## src/rtl/uart_alu_parser.sv

```systemverilog
// UART byte-stream to ALU command parser.
// Collects opcode + two little-endian 32-bit operands and drops stalled packets.
module uart_alu_parser #(
  parameter int unsigned TimeoutCycles = 100000
) (
  input  logic        clk_i,
  input  logic        reset_i,
  input  logic        valid_i,
  input  logic [7:0]  data_i,
  output logic        ready_o,
  output logic        valid_o,
  output logic [1:0]  opcode_o,
  output logic [31:0] operand_a_o,
  output logic [31:0] operand_b_o,
  input  logic        ready_i,
  output logic        timeout_o
);

  localparam int unsigned IdleW =
    (TimeoutCycles == 0) ? 1 : $clog2(TimeoutCycles + 1);
  localparam bit TimeoutEn = (TimeoutCycles != 0);
  localparam logic [IdleW-1:0] IdleLast =
    IdleW'(TimeoutCycles - 1);

  typedef enum logic [1:0] {
    StOpcode,
    StOperandA,
    StOperandB,
    StIssue
  } state_e;

  state_e            state_q, state_d;
  logic [1:0]        cnt_q, cnt_d;
  logic [IdleW-1:0]  idle_q, idle_d;
  logic              timeout_q, timeout_d;
  logic [1:0]        opcode_q, opcode_d;
  logic [31:0]       a_q, a_d;
  logic [31:0]       b_q, b_d;
  logic              accept;
  logic              idle_hit;
  logic [1:0]        op_dec;

  assign ready_o     = (state_q != StIssue) && !reset_i;
  assign valid_o     = (state_q == StIssue);
  assign timeout_o   = timeout_q;
  assign opcode_o    = opcode_q;
  assign operand_a_o = a_q;
  assign operand_b_o = b_q;

  assign accept   = valid_i && ready_o;
  assign idle_hit = TimeoutEn && (idle_q == IdleLast);

  // Map the received opcode byte onto the ALU opcode.
  always_comb begin
    op_dec = 2'b00;
    case (data_i)
      8'h10:   op_dec = 2'b01;
      8'h11:   op_dec = 2'b10;
      8'h12:   op_dec = 2'b11;
      default: op_dec = 2'b00;
    endcase
  end

  // Next-state, byte capture and idle-timeout decisions.
  always_comb begin
    state_d   = state_q;
    cnt_d     = cnt_q;
    idle_d    = idle_q;
    timeout_d = 1'b0;
    opcode_d  = opcode_q;
    a_d       = a_q;
    b_d       = b_q;
    unique case (state_q)
      StOpcode: begin
        idle_d = '0;
        if (accept) begin
          opcode_d = op_dec;
          cnt_d    = 2'd0;
          state_d  = StOperandA;
        end
      end
      StOperandA: begin
        if (accept) begin
          a_d[{cnt_q, 3'b000} +: 8] = data_i;
          idle_d = '0;
          cnt_d  = cnt_q + 2'd1;
          if (cnt_q == 2'd3) state_d = StOperandB;
        end else if (idle_hit) begin
          state_d   = StOpcode;
          cnt_d     = 2'd0;
          idle_d    = '0;
          timeout_d = 1'b1;
        end else begin
          idle_d = idle_q + 1'b1;
        end
      end
      StOperandB: begin
        if (accept) begin
          b_d[{cnt_q, 3'b000} +: 8] = data_i;
          idle_d = '0;
          cnt_d  = cnt_q + 2'd1;
          if (cnt_q == 2'd3) state_d = StIssue;
        end else if (idle_hit) begin
          state_d   = StOpcode;
          cnt_d     = 2'd0;
          idle_d    = '0;
          timeout_d = 1'b1;
        end else begin
          idle_d = idle_q + 1'b1;
        end
      end
      StIssue: begin
        idle_d = '0;
        if (ready_i) state_d = StOpcode;
      end
      default: state_d = StOpcode;
    endcase
  end

  // State and output registers with synchronous reset.
  always_ff @(posedge clk_i) begin
    if (reset_i) begin
      state_q   <= StOpcode;
      cnt_q     <= 2'd0;
      idle_q    <= '0;
      timeout_q <= 1'b0;
      opcode_q  <= 2'b00;
      a_q       <= 32'd0;
      b_q       <= 32'd0;
    end else begin
      state_q   <= state_d;
      cnt_q     <= cnt_d;
      idle_q    <= idle_d;
      timeout_q <= timeout_d;
      opcode_q  <= opcode_d;
      a_q       <= a_d;
      b_q       <= b_d;
    end
  end

endmodule

```

## config.mk

```make
export PLATFORM = sky130hd
export DESIGN_NAME = uart_alu_parser
export DESIGN_NICKNAME = d
export VERILOG_FILES = /design/src/rtl/uart_alu_parser.sv
export SDC_FILE = /design/constraint.sdc
export NUM_CORES = 1
export LEC_CHECK = 0
export BUFFER_PORTS_ARGS = -buffer_cell sky130_fd_sc_hd__buf_2
export CAP_MARGIN = 20
export CORE_ASPECT_RATIO = 0.7
export CORE_MARGIN = 1.5
export CORE_UTILIZATION = 40
export CTS_CLUSTER_SIZE = 10
export DETAILED_ROUTE_END_ITERATION = 16
export GPL_TIMING_DRIVEN = 1
export MAX_ROUTING_LAYER = met4
export SLEW_MARGIN = 10
export SYNTH_ARGS = -nofsm -noshare
export SYNTH_HDL_FRONTEND = slang
export SYNTH_SLANG_ARGS = --single-unit
```

## constraint.sdc

```tcl
create_clock -name clk_i -period 2.5 [get_ports clk_i]
set_clock_uncertainty 0.1 [all_clocks]
set_input_delay 0.25 -clock clk_i [delete_from_list [all_inputs] [get_ports clk_i]]
set_output_delay 0.25 -clock clk_i [all_outputs]
set_load 0.01 [all_outputs]
```

Word-level counts from Yosys, hierarchy flattened. Cells that the tools add are included. Widths: inputs -> output; s select.

Bitwise logic cells: 1. $add $sub $neg: 3. Equal/unequal tests: 14. Muxes and demuxes: 19. Shift operators: 2. Reduce and logical (&&, ||, !) cells: 13.

Operator list (count): $bwmux 32 (2); $mux 17 (2); $pmux 17 s2 (1); $shift 8x7->32 const A (1); $shiftx 8x7->32 (1); $eq 8x5->1 const B (3); $mux 2 (10); $add 17x1->17 const B (1); $eq 17x17->1 const B (1); $pmux 2 s4 (1); $neg 5->7 (1); $eq 2x2->1 const B (3); $ne 3x3->1 const B (2); $pmux 2 s3 (1); $reduce_and 2->1 (3); $ne 2x2->1 const B (2); $pmux 2 s2 (1); $reduce_and 4->1 (1); $reduce_or 2->1 (2); $ne 3x1->1 const B (1); $reduce_and 3->1 (1); $reduce_or 3->1 (1); $add 2x1->2 const B (1); $eq 2x1->1 const B (1); other kinds (7) (8).

Register bits: 88. Word-level logic and storage cells: 59. Output and inout port bits: 69.

Depth between registers and ports, before layout.
Depth after elaboration: 5. Gate-level depth with buffers: 7.

Worst setup path before layout. Ideal clock, no wire load.

Path type: register to register. Start point: register cnt_q[0]. End point: register a_q[24], in the netlist operand_a_o[24]. Cell stages (with the launch flop): 7. Slack: 514 ps. Library setup time: 70 ps. Arrival time: 1816 ps. Data required time: 2330 ps. Period minus slack after synthesis: 1986 ps. Cell sequence: dfxtp_1 inv_1 ha_1 nor3_1 buf_2 nand3_1 a21oi_1.

Longest elaborated chain between the ends: 3. Elaborated cells on any way between the ends: 4. Those cells by class: 1 x add/sub; 2 x shift; 1 x mux.

Ends and longest elaborated chain: start, declared (RTL line 33) `logic [1:0] cnt_q, cnt_d;`; start signal, assigned (RTL line 132) `cnt_q <= cnt_d;`; $neg 5->7 * (RTL line 84) `a_d[{cnt_q, 3'b000} +: 8] = data_i;`; $shiftx 8x7->32 or $shift 8x7->32 (tied branches) (RTL line 84); $bwmux 32 * (RTL line 84); end signal, assigned (RTL line 128) `a_q <= 32'd0;`; end signal, assigned (RTL line 136) `a_q <= a_d;`; end, declared (RTL line 37) `logic [31:0] a_q, a_d;`.

Mark *: on every way between the ends. The rest lies on a longest branch, timed or not. A chain may end at the register's enable or synchronous reset.

Worst setup path in the final report.
Start point: register state_q[0]. End point: register state_q[0].

Longest elaborated chain between the ends: 5. Elaborated cells on any way between the ends: 16. Those cells by class: 8 x eq/ne; 4 x mux; 4 x reduce/logical.

Ends and longest elaborated chain: start, declared (RTL line 32) `state_e state_q, state_d;`; start signal, assigned (RTL line 123) `state_q <= StOpcode;`; start signal, assigned (RTL line 131) `state_q <= state_d;`; $ne 2x2->1 (RTL line 43) `assign ready_o = (state_q != StIssue) && !reset_i;`; $logic_and 1x1->1 (RTL line 43); $logic_and 1x1->1 (RTL line 50) `assign accept = valid_i && ready_o;`; $ne 3x3->1 (no line) (tied with other cells); $reduce_and 4->1 (no line) or $pmux 2 s4 (tied branches).

Several ways; a longest one is shown, not always the timed one.

==> impl_metrics.toml <==
[status]
status = "finished, final reports clean"

[logic_synthesis]
synth_top_family_by_area = "simple AND/OR/NAND/NOR gates"
syn-instance-count = 457
synth_area_leaders = "dfxtp_1 47%, nand3_1 11%, a21oi_1 9.4%"
synth_edf_count = 0
muxShareOfSynthArea_pct = 0
avgSynthCellArea_um2 = 8.20
synth_cell_types = 37
ys_async_sr_fraction_pct = 0
synth_xor_area_share_pct = 3.51
synth_seq_area_share_pct = 47.0
yosys.area_share.simple_pct = 30.0
yosysTopAreaCell = "dfxtp_1"
yosysTopAreaCellShare_pct = 47.0
netlist_area_mm2 = 0.00375
synthAdderAreaFrac_pct = 3.67
synth_compound_area_share_pct = 11.5
ys_warn_count = 0
synthTopCellsByCount = "88 x dfxtp_1, 81 x nand3_1, 74 x nand2_1, 70 x a21oi_1, 30 x clkbuf_1"
yosysMostFrequentCell = "dfxtp_1"
syn_nets = 480
synth_ff_type = "dfxtp_1"
ys_seq_elements = 88

[place]
dp_hpwl_um = 6680
gp_congestion = 0.865
numPortBuffers = 80

[finish]
area_delta_synth_final_pct = 20.4
final_util_pct = 49.7
finalNetCount = 544
n_antenna_cell = 0
drive_above_1_share_pct = 21.3

[setup_path]
required_ps = 2610
crit_fanout = 7
worstSetupEndpointType = "flip-flop"
r2r_setup_slack_ps = 350
r2r_end = "state_q[0]"
critPathArrivalTime_ps = 2250
reg2reg_depth = 5
r2r-start = "state_q[0]"
crit_type = "flip-flop to flip-flop"
cp-start-kind = "flip-flop"

[floorplanning]
start_util_pct = 41.3
dieArea_mm2 = 0.00996
core_mm2 = 0.00907
dieWidth_um = 119
die_h_um = 84.0
row_count = 29
ios = 81

[detailed_routing]
first_pass_iters = 4
drt-total-wl_um = 9760
vias = 3403
viasPerCell = 5.24
ant_nets = 0
initialDrtViolationCount = 246
avgRoutedWirePerCell_um = 15.0
drc = 0

[clocking]
worstSkewPairLatency_ps = 340
htreeDepth = 3
cts_resized = 0
cts_tree = "built"
cts_sinks = 88
clk_path_buf_depth = 2
ctsHoldBuffers = 0
postCtsSetupBuffers = 0
clk_pin_slew_ps = 60
numCtsBuffers = 9
cts_root_buffer = "clkbuf_16"

[sta]
maxSlewViolCount = 0
fin_crit_ps = 2150
finalCritPeriodShare_pct = 85.8
max_freq_mhz = 466
rsz0062_at_grt = "no"
tns_ps = 0
hold_viol_final = 0
slew_headroom_pct = 62.6
finalSetupViolations = 0
tightest_slew_ps = 561

[global_route]
grt_pass1_vias = 3165
grt_usage_pct = 21.0
grt_max_degree = 46
grt_pass1_wl_um = 16200
antenna_found_initial = 0
overflow = 0

[hold_path]
min_path_cells = 3
min_from = "data_i[4]"
worstHoldPathType = "input port to flip-flop"
timing.hold.worst_endpoint = "operand_a_o[12]"

[power_and_ir_drop]
peakVddDrop_uv = 326
p_per_area_mw_per_mm2 = 655
p_leak_nw = 1.76

[job]
cap_viol_max_count = 0
-- state kept, by name (all words and copies together) (netlist names) --
register and count:
cnt_q 2, operand_a_o 32, state_q 2, operand_b_o 32, timeout_o 1, idle_q 17
opcode_o 2
-- logic make-up after synthesis --
group | count (synthesis)
and+or+nand+nor | 222
AOI/OAI and AO/OA | 80
DFF | 88
buffers and inverters | 41
adders and majority gates | 11
xor gates and xnor gates | 15
-- metal layers --
layer  GRT usage, %  up-vias  share of wire [%]
met5              -        -                  0
li1               -     1722                  -
met2           29.3      119                 42
met4           6.68        0               0.47
met3           5.67        4                8.3
met1           29.5     1558                 49
-- cell usage in the layout (no fill, tap or decap), types with 2 or more instances in the layout --
cell / n
clkbuf_16: 9
and3_1: 9
or3_1: 4
ha_1: 11
inv_1: 5
buf_4: 9
nor3b_2: 4
nand3_1: 81
nor4_1: 3
dfxtp_1: 88
a311oi_1: 2
and4_1: 4
nand4_1: 9
nor3_1: 3
nand2_1: 74
nor2_1: 18
a21oi_1: 70
xor2_1: 11
buf_2: 80
clkbuf_8: 2
xnor2_1: 4
nor4b_1: 4
and4b_1: 2
clkinv_2: 3
-- worst max-delay path, cell delays in order (launching register included) --
cell	delay [ps]
dfxtp_1	340
ha_1	300
or3b_4	460
and2_4	180
o31a_1	230
a2111oi_1	410
-- cell type report --
type,instances,area (um^2)
Fill cell,926,4560
Multi-Input combinational cell,328,1820
Sequential cell,88,1760
Timing Repair Buffer,89,468
Clock buffer,11,253
Tap cell,124,155
Clock inverter,5,31.3
Inverter,5,18.8
-- per-stage QoR --
stage / area, um^2 / total power, W / hold slack, ps / cells / setup WS (ps)
6_report: 4510 / 0.00295 / 186 / 650 / 354
5_1_grt: 4510 / 0.00310 / 188 / 650 / 256
4_1_cts: 4510 / 0.00299 / 173 / 650 / 363
3_5_place_dp: 4230 / 0.00173 / 344 / 634 / 388
3_3_place_gp: 4230 / 0.00172 / 342 / 634 / 494
2_1_floorplan: 3750 / 0.00164 / 326 / 457 / 514
-- power by group --
part,leakage [nW],internal [W],switching (W),total (W)
clock,0.141,0.000723,0.000533,0.00126
combinational,0.905,0.0000870,0.000179,0.000266
sequential,0.709,0.00142,0.0000135,0.00143
total,1.76,0.00223,0.000726,0.00295
-- how the worst max path moves through the flow --
stage / to / startpoint / slack [ps] / depth (start not counted)
final: state_q[0] / state_q[0] / 350 / 5
after global routing: state_q[0] / state_q[0] / 260 / 5
after CTS: state_q[0] / state_q[0] / 360 / 5
after detailed placement: state_q[0] / state_q[0] / 390 / 5
after global placement: state_q[0] / state_q[0] / 490 / 5
after floorplan: operand_a_o[24] / cnt_q[0] / 510 / 6
Power figures use the tool's default switching activity.
